**config.mk**
```make
export PLATFORM = sky130hd
export DESIGN_NAME = multicycle_ctrl_fsm
export DESIGN_NICKNAME = d
export VERILOG_FILES = /design/src/rtl/multicycle_ctrl_fsm.sv
export SDC_FILE = /design/constraint.sdc
export NUM_CORES = 1
export LEC_CHECK = 0
export CORE_AREA = 2 2 39 41
export DETAILED_ROUTE_END_ITERATION = 8
export DIE_AREA = 0 0 41 43
export DONT_BUFFER_PORTS = 1
export PLACE_DENSITY_LB_ADDON = 0.15
export SYNTH_ARGS = -nofsm -noshare
export SYNTH_HDL_FRONTEND = slang
export SYNTH_SLANG_ARGS = --single-unit
```
**constraint.sdc**
```tcl
create_clock -name clk -period 3.14 [get_ports clk]
set_input_delay 0.628 -clock clk [delete_from_list [all_inputs] [get_ports clk]]
set_output_delay 0.628 -clock clk [all_outputs]
set_load 0.02 [all_outputs]
```
**src/rtl/multicycle_ctrl_fsm.sv**
```systemverilog
// multicycle_ctrl_fsm
//   Control sequencer for a shared-datapath multi-cycle RV32I core (one ALU,
//   one unified memory, IR/OldPC/PC/ALUOut/Data registers). It decodes the
//   latched IR and drives the ALU, mux, memory and write-enable controls one
//   state at a time. It supports lw, sw, R-type ALU, I-type ALU, beq and jal.
//
// Memory handshake
//   mem_req is a request that is held high for the whole access. The memory
//   completes the access in the cycle where mem_ready=1. While mem_ready=0 the
//   FSM holds its state, so the address and all controls stay stable. The FSM
//   looks at mem_ready only in FETCH, MEMREAD and MEMWRITE.
//
// Ports
//   clk, rst            rising-edge clock, synchronous active-high reset
//   instr[31:0]         IR contents (stable from end of FETCH to next FETCH)
//   zero                ALU result == 0, used in BEQ
//   mem_ready           memory completes current access this cycle
//   mem_req, mem_write  memory request / write strobe
//   adr_src             memory address select: 0 PC, 1 ALUOut
//   ir_write, pc_write  IR+OldPC load, PC load
//   reg_write           register-file write enable
//   alu_src_a[1:0]      00 PC, 01 OldPC, 10 rs1
//   alu_src_b[1:0]      00 rs2, 01 imm, 10 const 4
//   imm_src[1:0]        00 I, 01 S, 10 B, 11 J
//   result_src[1:0]     00 ALUOut, 01 Data, 10 ALU result
//   alu_ctrl[2:0]       add/sub/and/or/xor/slt/sll/srl
//   state_o             current state (debug)
//   illegal_instr       sticky illegal-opcode flag
//
// Configuration macro: ILLEGAL_TRAP_EN
//   defined   : an unsupported opcode goes to TRAP. TRAP drives all controls
//               to 0 and holds until rst. illegal_instr is set on entry to TRAP.
//   undefined : an unsupported opcode is a 2-cycle NOP. illegal_instr is tied 0.

module multicycle_ctrl_fsm #(
  parameter int STATE_W = 4
) (
  input  logic               clk,
  input  logic               rst,
  input  logic [31:0]        instr,
  input  logic               zero,
  input  logic               mem_ready,
  output logic               mem_req,
  output logic               mem_write,
  output logic               adr_src,
  output logic               ir_write,
  output logic               pc_write,
  output logic               reg_write,
  output logic [1:0]         alu_src_a,
  output logic [1:0]         alu_src_b,
  output logic [1:0]         imm_src,
  output logic [1:0]         result_src,
  output logic [2:0]         alu_ctrl,
  output logic [STATE_W-1:0] state_o,
  output logic               illegal_instr
);

  typedef enum logic [3:0] {
    S_FETCH    = 4'd0,
    S_DECODE   = 4'd1,
    S_MEMADR   = 4'd2,
    S_MEMREAD  = 4'd3,
    S_MEMWB    = 4'd4,
    S_MEMWRITE = 4'd5,
    S_EXECR    = 4'd6,
    S_ALUWB    = 4'd7,
    S_EXECI    = 4'd8,
    S_BEQ      = 4'd9,
    S_JAL      = 4'd10,
    S_TRAP     = 4'd11
  } state_t;

  localparam logic [6:0] OP_LW   = 7'b0000011;
  localparam logic [6:0] OP_SW   = 7'b0100011;
  localparam logic [6:0] OP_R    = 7'b0110011;
  localparam logic [6:0] OP_I    = 7'b0010011;
  localparam logic [6:0] OP_BEQ  = 7'b1100011;
  localparam logic [6:0] OP_JAL  = 7'b1101111;

  localparam logic [2:0] ALU_ADD = 3'b000;
  localparam logic [2:0] ALU_SUB = 3'b001;
  localparam logic [2:0] ALU_AND = 3'b010;
  localparam logic [2:0] ALU_OR  = 3'b011;
  localparam logic [2:0] ALU_XOR = 3'b100;
  localparam logic [2:0] ALU_SLT = 3'b101;
  localparam logic [2:0] ALU_SLL = 3'b110;
  localparam logic [2:0] ALU_SRL = 3'b111;

  state_t     state, next;
  logic [6:0] op;
  logic [2:0] funct3;

  assign op     = instr[6:0];
  assign funct3 = instr[14:12];

  // Register indices and the upper immediate bits belong to the datapath.
  logic unused_instr_bits;
  assign unused_instr_bits = ^{instr[31], instr[29:15], instr[11:7]};

  // instr[30] selects sub only for R-type. For addi it is an immediate bit.
  // funct3=011 (sltu) is not supported and falls back to add.
  function automatic logic [2:0] alu_decode(input logic [2:0] f3,
                                            input logic       is_r,
                                            input logic       b30);
    logic [2:0] r;
    r = ALU_ADD;
    case (f3)
      3'b000:  r = (is_r && b30) ? ALU_SUB : ALU_ADD;
      3'b111:  r = ALU_AND;
      3'b110:  r = ALU_OR;
      3'b100:  r = ALU_XOR;
      3'b010:  r = ALU_SLT;
      3'b001:  r = ALU_SLL;
      3'b101:  r = ALU_SRL;
      default: r = ALU_ADD;
    endcase
    return r;
  endfunction

  always_ff @(posedge clk) begin
    if (rst) state <= S_FETCH;
    else     state <= next;
  end

  always_comb begin
    next       = state;
    mem_req    = 1'b0;
    mem_write  = 1'b0;
    adr_src    = 1'b0;
    ir_write   = 1'b0;
    pc_write   = 1'b0;
    reg_write  = 1'b0;
    alu_src_a  = 2'b00;
    alu_src_b  = 2'b00;
    imm_src    = 2'b00;
    result_src = 2'b00;
    alu_ctrl   = ALU_ADD;

    case (state)
      S_FETCH: begin
        mem_req    = 1'b1;
        alu_src_b  = 2'b10;
        result_src = 2'b10;
        ir_write   = mem_ready;
        pc_write   = mem_ready;
        if (mem_ready) next = S_DECODE;
      end
      S_DECODE: begin
        // Precompute the branch/jump target into ALUOut.
        alu_src_a = 2'b01;
        alu_src_b = 2'b01;
        imm_src   = (op == OP_JAL) ? 2'b11 : 2'b10;
        case (op)
          OP_LW, OP_SW: next = S_MEMADR;
          OP_R:         next = S_EXECR;
          OP_I:         next = S_EXECI;
          OP_BEQ:       next = S_BEQ;
          OP_JAL:       next = S_JAL;
`ifdef ILLEGAL_TRAP_EN
          default:      next = S_TRAP;
`else
          default:      next = S_FETCH;
`endif
        endcase
      end
      S_MEMADR: begin
        alu_src_a = 2'b10;
        alu_src_b = 2'b01;
        imm_src   = (op == OP_SW) ? 2'b01 : 2'b00;
        next      = (op == OP_LW) ? S_MEMREAD : S_MEMWRITE;
      end
      S_MEMREAD: begin
        mem_req = 1'b1;
        adr_src = 1'b1;
        if (mem_ready) next = S_MEMWB;
      end
      S_MEMWB: begin
        result_src = 2'b01;
        reg_write  = 1'b1;
        next       = S_FETCH;
      end
      S_MEMWRITE: begin
        mem_req   = 1'b1;
        mem_write = 1'b1;
        adr_src   = 1'b1;
        if (mem_ready) next = S_FETCH;
      end
      S_EXECR: begin
        alu_src_a = 2'b10;
        alu_src_b = 2'b00;
        alu_ctrl  = alu_decode(funct3, 1'b1, instr[30]);
        next      = S_ALUWB;
      end
      S_EXECI: begin
        alu_src_a = 2'b10;
        alu_src_b = 2'b01;
        imm_src   = 2'b00;
        alu_ctrl  = alu_decode(funct3, 1'b0, instr[30]);
        next      = S_ALUWB;
      end
      S_ALUWB: begin
        result_src = 2'b00;
        reg_write  = 1'b1;
        next       = S_FETCH;
      end
      S_BEQ: begin
        // The target already sits in ALUOut from DECODE. The ALU compares rs1-rs2.
        alu_src_a  = 2'b10;
        alu_src_b  = 2'b00;
        alu_ctrl   = ALU_SUB;
        result_src = 2'b00;
        pc_write   = zero;
        next       = S_FETCH;
      end
      S_JAL: begin
        // PC <= target (ALUOut). The ALU forms OldPC+4 for the ALUWB write.
        alu_src_a  = 2'b01;
        alu_src_b  = 2'b10;
        alu_ctrl   = ALU_ADD;
        result_src = 2'b00;
        pc_write   = 1'b1;
        next       = S_ALUWB;
      end
      S_TRAP:  next = S_TRAP;
      default: next = S_FETCH;
    endcase
  end

  assign state_o = STATE_W'(state);

`ifdef ILLEGAL_TRAP_EN
  logic illegal_q;
  always_ff @(posedge clk) begin
    if (rst)                                        illegal_q <= 1'b0;
    else if (state == S_DECODE && next == S_TRAP)   illegal_q <= 1'b1;
  end
  assign illegal_instr = illegal_q;
`else
  assign illegal_instr = 1'b0;
`endif

endmodule

```
== After elaboration in Yosys (flattened, before gate mapping) ==
Cells that the tools add are included.
W data, S select, Z words.

* Eq/ne operators: 26
* Multiplexer cells: 22
* Reductions and logical operators: 12

{| class="wikitable"
|+ Operator list
! operator !! number
|-
| $pmux W4 S7 || 1
|-
| $pmux W3 S7 || 1
|-
| $pmux W4 S5 || 1
|-
| $pmux W3 S6 || 1
|-
| $eq A4 B3 Y1 const B || 4
|-
| $eq A4 B4 Y1 const B || 4
|-
| $pmux W2 S2 || 4
|-
| $eq A7 B6 Y1 const B || 2
|-
| $eq A7 B7 Y1 const B || 2
|-
| $eq A3 B3 Y1 const B || 4
|-
| $mux W4 || 3
|-
| $reduce_or A2 Y1 || 5
|-
| $pmux W3 S3 || 1
|-
| $reduce_or A3 Y1 || 3
|-
| $eq A4 B2 Y1 const B || 2
|-
| $mux W1 || 8
|-
| $eq A7 B2 Y1 const B || 1
|-
| $eq A7 B5 Y1 const B || 1
|-
| $ne A2 B2 Y1 const B || 3
|-
| $eq A4 B1 Y1 const B || 1
|-
| $logic_not A4 Y1 || 1
|-
| $reduce_or A4 Y1 || 1
|-
| $eq A3 B1 Y1 const B || 1
|-
| $eq A3 B2 Y1 const B || 1
|-
| 4 further kinds || 4
|}

* Bits in registers: 4
* Input port bits: 36
* Output and inout port bits: 22
* Logic and storage cells: 61

== Logic depth before layout (Yosys ltp) ==
Gate-level depths: netlist of run 1.

* Depth in word-level cells: 4
* Mapped depth: 6
* Mapped depth without buffers: 4

== Least setup slack after synthesis of run 1 ==
No wires, ideal clock.

* Kind: reg-to-output
* From: reg state[3] (netlist: state_o[3])
* To: out ir_write
* Arrival time: 1.756 ns
* Data required time: 2.512 ns
* Path slack: 0.756 ns
* Stages on the path, launching flop included: 4
* Path buffers: 1
* Cell sequence: dfxtp_1 > clkbuf_1 > nor4_1 > and2_1

* Word-level cells in the longest chain between the ends: 2

{| class="wikitable"
|+ Ends and longest elaborated chain
! element !! line !! source
|-
| start: declaration || 89 || <nowiki>state_t state, next;</nowiki>
|-
| start signal: assignment || 122 || <nowiki>else state <= next;</nowiki>
|-
| $logic_not A4 Y1 || 139 || <nowiki>case (state)</nowiki>
|-
| $mux W1 || 139 ||
|-
| end: declaration || 46 || <nowiki>output logic ir_write,</nowiki>
|}

Every way passes these cells.

== Worst setup path after layout of run 1 ==
* From: reg state[1] (netlist: state_o[1])
* To: out alu_ctrl[2]

* Word-level cells in the longest chain between the ends: 2
* Elaborated cells on any way between the ends: 4
* Classes of those cells: eq/ne: 3; mux: 1

{| class="wikitable"
|+ Ends and longest elaborated chain
! element !! line !! source
|-
| $eq A4 B4 Y1 / $eq A4 B3 Y1 (equally long branches) || 139 ||
|-
| $pmux W3 S3 (*) || 139 ||
|-
| end: declaration || 53 || <nowiki>output logic [2:0] alu_ctrl,</nowiki>
|}

Mark *: on every way between the ends. The rest lies on a longest branch, timed or not.

==> results summary, run 1 <==
Setup repair after global routing left no endpoint under its margin. The highest net fanout along the worst path came out at 14. The portion of synthesized area spent on multiplexers is 2.787%. Setup slack on the worst reg-to-reg path comes out at 1.28 ns.

The largest individual stage delay along the critical path comes from the cell sky130_fd_sc_hd__dfxtp_1. Final hold analysis gives a worst-case slack of 0.4459 ns. The net switching share of the total power came out at 41.40%. The worst setup path is captured at an output pin. The relative slew slack is 50.43%.

In this run, synthesis inferred 0 flip-flops with an integrated enable. The number of buffers on the longest clock path came out at 2. Setup violations remaining at the end of the flow were counted as 0. The design internal power came out at 0.0001304 W.

The average detailed-routed wire length per instance came out at 13.35 um. The buffers inserted during post-CTS setup optimization came out at 0. The fraction of post-synthesis cell area in the top cell type by area came out at 11.15%. Ranked by total cell area, the synthesized netlist is headed by sky130_fd_sc_hd__dfxtp_1 (11%), sky130_fd_sc_hd__nor2_1 (9.9%), sky130_fd_sc_hd__a21oi_1 (4.9%). The run finished with clean final reports. Counting instances, the worst hold path has a depth of 1. The worst register-to-register path has a depth of 4.

The worst stage delay on the critical path is 0.75 ns. Clock tree synthesis selected as its root buffer the cell sky130_fd_sc_hd__clkbuf_4. The via density per instance came out at 6.055. The most used flip-flop cell after synthesis is sky130_fd_sc_hd__dfxtp_1. The post-synthesis instance area came out at 718.2 um^2. The worst clock skew came out at 0.005286 ns.

The share of total power in the clock network came out at 30.8%. Summed over all instances, the cell type with the most area after synthesis is sky130_fd_sc_hd__dfxtp_1. STA classifies the critical path startpoint as a flop. The final cycle utilization of the critical path is 82.82%.

The cell leakage power is 0.2958 nW. The register with the most flip-flops in the layout has 4 of them. The full die area came out at 1763 um^2. During I/O placement, the number of pins put on the boundary was 58. The final routed wirelength across all metal layers is 1695 um. The initial antenna violation count came out at 0.

The number of synthesized register bits is 4. The arrival time of the worst setup path came out at 1.97 ns. The power density normalized to cell area came out at 299.0 nW/um^2. The routability congestion estimate from global placement came out at 0.7572. The number of clock sinks came out at 4. The worst min-delay path endpoint is state_o[3]. The first detailed-routing pass ran for 4 iterations. The area of the core is 1384 um^2.

The count of buffers added on input and output ports is 0. The adder and majority cell fraction of the synthesized area is 0%. The clock-pin transition on the worst setup and hold timing paths came out at 0.04 ns. The total grt overflow is 0.

The via count is 769. The switching power of the nets is 0.00009215 W. Entering global routing, the biggest net connects 17 pins. After routing, the total negative slack on setup checks comes to 0 ns. Synthesis produced a netlist whose cell count is 112.

The count of pins over their slew limit was 0. The final antenna-violating net count is 0. The aggregate global-route resource usage is 21.77%. The HPWL reported at the end of detailed placement came out at 1309 um. The portion of total power attributed to sequential cells is 27.2%. The fraction of final layout cells sized beyond drive strength 1 is 12.61%.

Yosys instantiated no cell more often than sky130_fd_sc_hd__nor2_1. For this block, the initial DRC count from the detailed router was 16. The min-delay analysis places its worst path in the category in -> reg.

VDD sags by at most 0.1818 mV. For this configuration, the core starts out at a cell density of 51.90%. For this run, asynchronously set or reset flops after synthesis account for 0%.

The post-CTS resize count came out at 0. Buffers inserted to repair hold after CTS numbered 0. The startpoint identified for the worst register-to-register timing path is state_o[1]. The via count of the first global-routing pass came out at 643. The endpoint identified for the worst register-to-register timing path is state_o[2]. The growth of design area from synthesis to finish came out at 3.659%. The worst setup path is of the reg -> out kind. The distinct cell type count of the synthesized netlist is 41.

The max-cap violation count is 0. The final critical path time including I/O delays and setup came out at 2.601 ns. The number of hold violations in the final report was 0. The post-synthesis sequential area ratio came out at 11.15%. The number of buffers created by CTS came out at 3.

In this run the number of H-tree levels came out at 1. At the worst endpoint, the required time is 2.51 ns. The later pin in the worst-skew pair is clocked with a latency of 0.24 ns. After Yosys synthesis, XOR and XNOR cells account for 4.878% of the synthesized area. Each instance of the synthesized netlist takes up on average 6.412 um^2.

The die is 43 um tall. The cell row count came out at 14. The width of the die came out at 41 um. After the last flow step, the layout net total stands at 149. The count of warnings emitted by yosys is 0.

The number of nets in the synthesized netlist is 148. The utilization after layout came out at 53.80%. The number of design rule violations left after detail routing is 0.

Walking the worst path, the cells encountered are inv_1, or2_2, a21o_1, nor2_1. 0 antenna diodes ended up in the layout. The start point of the worst min-delay path is rst.

The synthesized-area fraction occupied by ao, oa, aoi and oai cells is 26.13%. The wire length of the first global-routing pass is 2773 um. The highest clock frequency the design can meet is 384.5 MHz. The post-synthesis share of cell area spent on and, or, nand and nor gates is 43.38%.

At the pin with the least slew margin, the transition time is 0.7412 ns. TritonCTS built the clock tree. After synthesis, the largest family of logic cells by area is simple AND/OR/NAND/NOR gates. The combinational fraction of design power came out at 42.0%. The commonest cells after synthesis are sky130_fd_sc_hd__nor2_1 (19), sky130_fd_sc_hd__nand2_1 (8), sky130_fd_sc_hd__a21oi_1 (7).
==> per-stage QoR <==
stage	instances	cell area (um^2)	total power, W	setup slack, ns
2_1_floorplan	112	718.2	0.0001443	0.7560
3_3_place_gp	124	721.9	0.0001544	0.8013
3_5_place_dp	124	721.9	0.0001549	0.7972
4_1_cts	127	744.5	0.0002254	0.5352
5_1_grt	127	744.5	0.0002400	0.3953
6_report	127	744.5	0.0002226	0.5395
==> layout by cell type (no fill, tap or decap), types with 2 or more instances in the layout <==
master,synthesis,layout
sky130_fd_sc_hd__nor2_1,19,19
sky130_fd_sc_hd__xor2_1,3,3
sky130_fd_sc_hd__nand2b_1,5,5
sky130_fd_sc_hd__nand2_1,8,8
sky130_fd_sc_hd__buf_4,4,6
sky130_fd_sc_hd__inv_1,5,5
sky130_fd_sc_hd__a21o_1,3,3
sky130_fd_sc_hd__mux2i_1,2,2
sky130_fd_sc_hd__nor4_1,3,3
sky130_fd_sc_hd__dfxtp_1,4,4
sky130_fd_sc_hd__o22a_1,2,2
sky130_fd_sc_hd__clkbuf_4,0,3
sky130_fd_sc_hd__nand3b_1,2,2
sky130_fd_sc_hd__o21ai_0,5,5
sky130_fd_sc_hd__a21oi_1,7,7
sky130_fd_sc_hd__or2_2,2,2
sky130_fd_sc_hd__nor3_1,4,4
sky130_fd_sc_hd__o22ai_1,2,2
sky130_fd_sc_hd__nor2b_1,5,5
sky130_fd_sc_hd__or3_1,2,2
==> cell families (layout without fill, tap and decap cells) <==
| family | after synthesis | after routing |
|---|---|---|
| AOI/OAI and AO/OA | 28 | 28 |
| xor gates and xnor gates | 4 | 4 |
| buffers and inverters | 15 | 14 |
| DFF | 4 | 4 |
| muxes | 2 | 2 |
| other | 1 | 1 |
| and+or+nand+nor | 58 | 58 |
==> final cells by class <==
class / instances / area, um^2
Timing Repair Buffer: 6 / 45.04
Tap cell: 16 / 20.02
Multi-Input combinational cell: 93 / 558.0
Clock buffer: 3 / 22.52
Sequential cell: 4 / 80.08
Fill cell: 155 / 639.4
Inverter: 5 / 18.77
==> worst max path at each step <==
stage | start | end | depth (start not counted)
after CTS | state_o[1] | alu_ctrl[1] | 4
final | state_o[1] | alu_ctrl[2] | 4
after floorplan | state_o[3] | ir_write | 3
after global placement | state_o[1] | alu_ctrl[1] | 4
after global routing | state_o[1] | alu_ctrl[2] | 4
after detailed placement | state_o[1] | alu_ctrl[1] | 4
==> metal layers <==
layer | vias up | share of wire [%] | track usage, %
met3 | 2 | 6.3 | 2.618
met4 | 0 | 1.2 | 6.000
li1 | 394 | - | -
met5 | - | 0 | 0
met1 | 349 | 44 | 31.73
met2 | 24 | 49 | 32.50
==> critical path: cells and delay by family, from the launching register on <==
family,cells,cell delay [ns]
flops,1,0.75
simple gates,2,0.64
buf+inv,1,0.15
compound gates,1,0.19
==> power groups by stage <==
| stage | Clock (W) | Combinational (W) | Sequential [W] |
|---|---|---|---|
| floorplan | 0 | 0.0000851 | 0.0000592 |
| global placement | 0 | 0.0000931 | 0.0000613 |
| detailed placement | 0 | 0.0000937 | 0.0000612 |
| CTS | 0.0000710 | 0.0000939 | 0.0000604 |
| global route | 0.0000752 | 0.000103 | 0.0000614 |
| finish | 0.0000686 | 0.0000935 | 0.0000605 |
Power figures use the tool's default switching activity.
==> run 2, diff against run 1 <==
Settings changed: CORE_AREA 2 2 39 41 to default, CORE_MARGIN from default to 2, CORE_UTILIZATION from default to 55, DIE_AREA 0 0 41 43 to default.
Clock period 3.14 ns to 2.1 ns, I/O delays scaled along.
==> run 2 against run 1 <==
Wire length rose by 8.9%; first-iteration DRC count down 56%; worst setup slack lost 0.43 ns; sequential power up 36%; die area down 8.6%; via count up 8.5%; clock skew about the same; count of clock-buffer cells in the layout is the same; critical path depth grew 2.
==> results summary, run 2 (synthesized netlist as in run 1, its figures left out) <==
The critical path starts at state_o[2]. In this run the worst hold path is classified as in -> reg. The post-route standard cell area excluding fillers is 874.6 um^2. The number of hold violations in the final report came out at 0. The slowest stage of the critical path belongs to the cell sky130_fd_sc_hd__dfxtp_1.

The register with the most flip-flops in the layout has 4 of them. 58 I/O pins were placed. The latest clock arrival within the worst-skew pair is 0.24 ns. Compared with the post-synthesis result, the final layout area differs by 21.78%. Walking the worst path, the cells encountered are buf_6, nand2b_4, or2_2, a21o_1, nor2_1, buf_4. For this design, the sink count on the clock tree is 4.

For the worst setup path, the data required time is 1.68 ns. The endpoint identified for the worst register-to-register timing path is state_o[2]. The number of inserted diodes is 0.

The count of pins over their slew limit is 0. The final antenna-violating net count is 0. Dividing the detail-routed wire length by the instance count gives 13.19 um. The worst slack at placement is 0.2647 ns. After detailed placement, the total cell area comes to 832.0 um^2.

The highest net fanout along the worst path is 14. In this run the static leakage power is 0.3798 nW. The number of buffers created by CTS is 3. The routability congestion estimate from global placement came out at 0.8023. The worst setup path is launched from a flop.

The initial antenna violation count was 0. The final critical path time including I/O delays and setup came out at 1.986 ns. The arrival time of the worst setup path came out at 1.57 ns.

The highest clock frequency the design can meet is 503.5 MHz. The critical path endpoint category is an output pin. In this run the power density over the cells is 405.4 nW/um^2. After clock tree synthesis, the clock-pin slew on the worst setup and hold paths is 0.04 ns.

The total grt overflow is 0. The die covers 1611 um^2. The fraction of final layout cells sized beyond drive strength 1 is 24.00%. The initial core utilization is 57.34%. The final routed wirelength across all metal layers is 1846 um. The HPWL reported at the end of detailed placement came out at 1378 um. In the routed layout, each cell is associated on average with a via count of 5.957. Setup repair after global routing left no endpoint under its margin.

In the routed design, unresolved DRC markers number 0. The final cycle utilization of the critical path came out at 94.58%. Summing over every cut layer, the via total after detailed routing is 834. The via count of the first global-routing pass is 673. The number of iterations in the first detailed-routing pass came out at 4. The worst clock skew came out at 0.005309 ns. Buffers placed on the I/O ports in this run total 0. The worst setup path is of the reg -> out kind.

CTS built an H-tree with a depth of 1. The maximum vdd drop came out at 0.2900 mV. The critical path ends at alu_ctrl[1]. In this design, the stage delay of the slowest critical-path cell is 0.37 ns. The top cell types in the final layout, fill and taps aside, are sky130_fd_sc_hd__nor2_1 (19), sky130_fd_sc_hd__buf_4 (19), sky130_fd_sc_hd__nand2_1 (8). For flop-to-flop paths, the worst setup slack is 0.55 ns.

In the final timing run, aggregate negative setup slack is 0 ns. TritonCTS built the clock tree. Clock tree synthesis selected as its root buffer the cell sky130_fd_sc_hd__clkbuf_4. The total setup violations reported at the end of the flow came out at 0. The max-cap violation count came out at 0. The flow ran to the end, and the final reports show no timing, DRC or antenna violations. The instance count after placement with tap cells included is 137. The number of buffers on the longest clock path is 2.

The total of fill cells in the finished design came out at 129. The worst register-to-register path begins at state_o[1]. In the final design database the tool counted 163 nets.

The smallest setup slack after layout came out at 0.1138 ns. For this design, the CTS-stage hold fixing added 0 buffers. In this run the standard cell core region covers 1252 um^2.

The sum of internal, switching and leakage power is 0.0003546 W. The wire length of the first global-routing pass is 2725 um. The floorplan has 13 rows. The die span in y came out at 40.14 um. The aggregate global-route resource usage is 24.28%. The violation count after the first detailed-routing iteration came out at 7. The width of the die came out at 40.14 um.

For this run, the number of standard cells in the final layout without fillers is 140. The buffers inserted during post-CTS setup optimization came out at 0. Entering global routing, the biggest net connects 23 pins.

The number of cells on the worst reg-to-reg path came out at 6.
-- run 2: area by class of cell --
class | instances | area, um^2 | area share (%)
multi-input cells | 93 | 580.6 | 66.38
repair buffers | 20 | 153.9 | 17.60
flip-flops and latches | 4 | 80.08 | 9.156
clock buffers | 3 | 22.52 | 2.575
inverters | 5 | 18.77 | 2.146
well taps | 15 | 18.77 | 2.146
-- run 2: how the worst min path moves through the flow --
stage	startpoint	end	slack [ns]	depth (start not counted)
finish	rst	state_o[3]	0.24	1
global route	rst	state_o[3]	0.25	1
CTS	rst	state_o[3]	0.24	1
detailed placement	rst	state_o[3]	0.49	1
global placement	rst	state_o[3]	0.50	1
floorplan	rst	state_o[0]	0.49	1
-- run 2: power by group --
group          switching [W]  total (W)  internal, W
sequential        0.00000247  0.0000825    0.0000800
combinational       0.000105   0.000175    0.0000694
clock              0.0000333  0.0000973    0.0000641
total               0.000141   0.000355     0.000213
-- run 2: metrics by stage --
stage          util, %  hold WS [ns]
2_1_floorplan        -        0.4891
4_1_cts          68.23        0.2423
6_report         69.83        0.2447
5_1_grt          69.83        0.2494
3_5_place_dp     66.43        0.4925
3_3_place_gp     66.43        0.4968
-- run 2: critical path, delay by kind of cell (launching register included) --
kind | cells | cell delay [ns]
and+or+nand+nor | 3 | 0.45
buffers and inverters | 2 | 0.32
AOI/OAI and AO/OA | 1 | 0.19
DFF | 1 | 0.37
-- run 2: per-layer routing --
layer	vias to the layer above	part of all wire, %	track usage, %
li1	425	-	-
met3	2	5.4	0.5556
met4	0	0.92	5.172
met2	31	51	43.55
met5	-	0	0
met1	376	42	31.89
-- run 2: repair_timing --
item,in CTS,in global routing
resized for setup,0,3
setup endpoints to repair,0,3
hold endpoints to repair,0,0
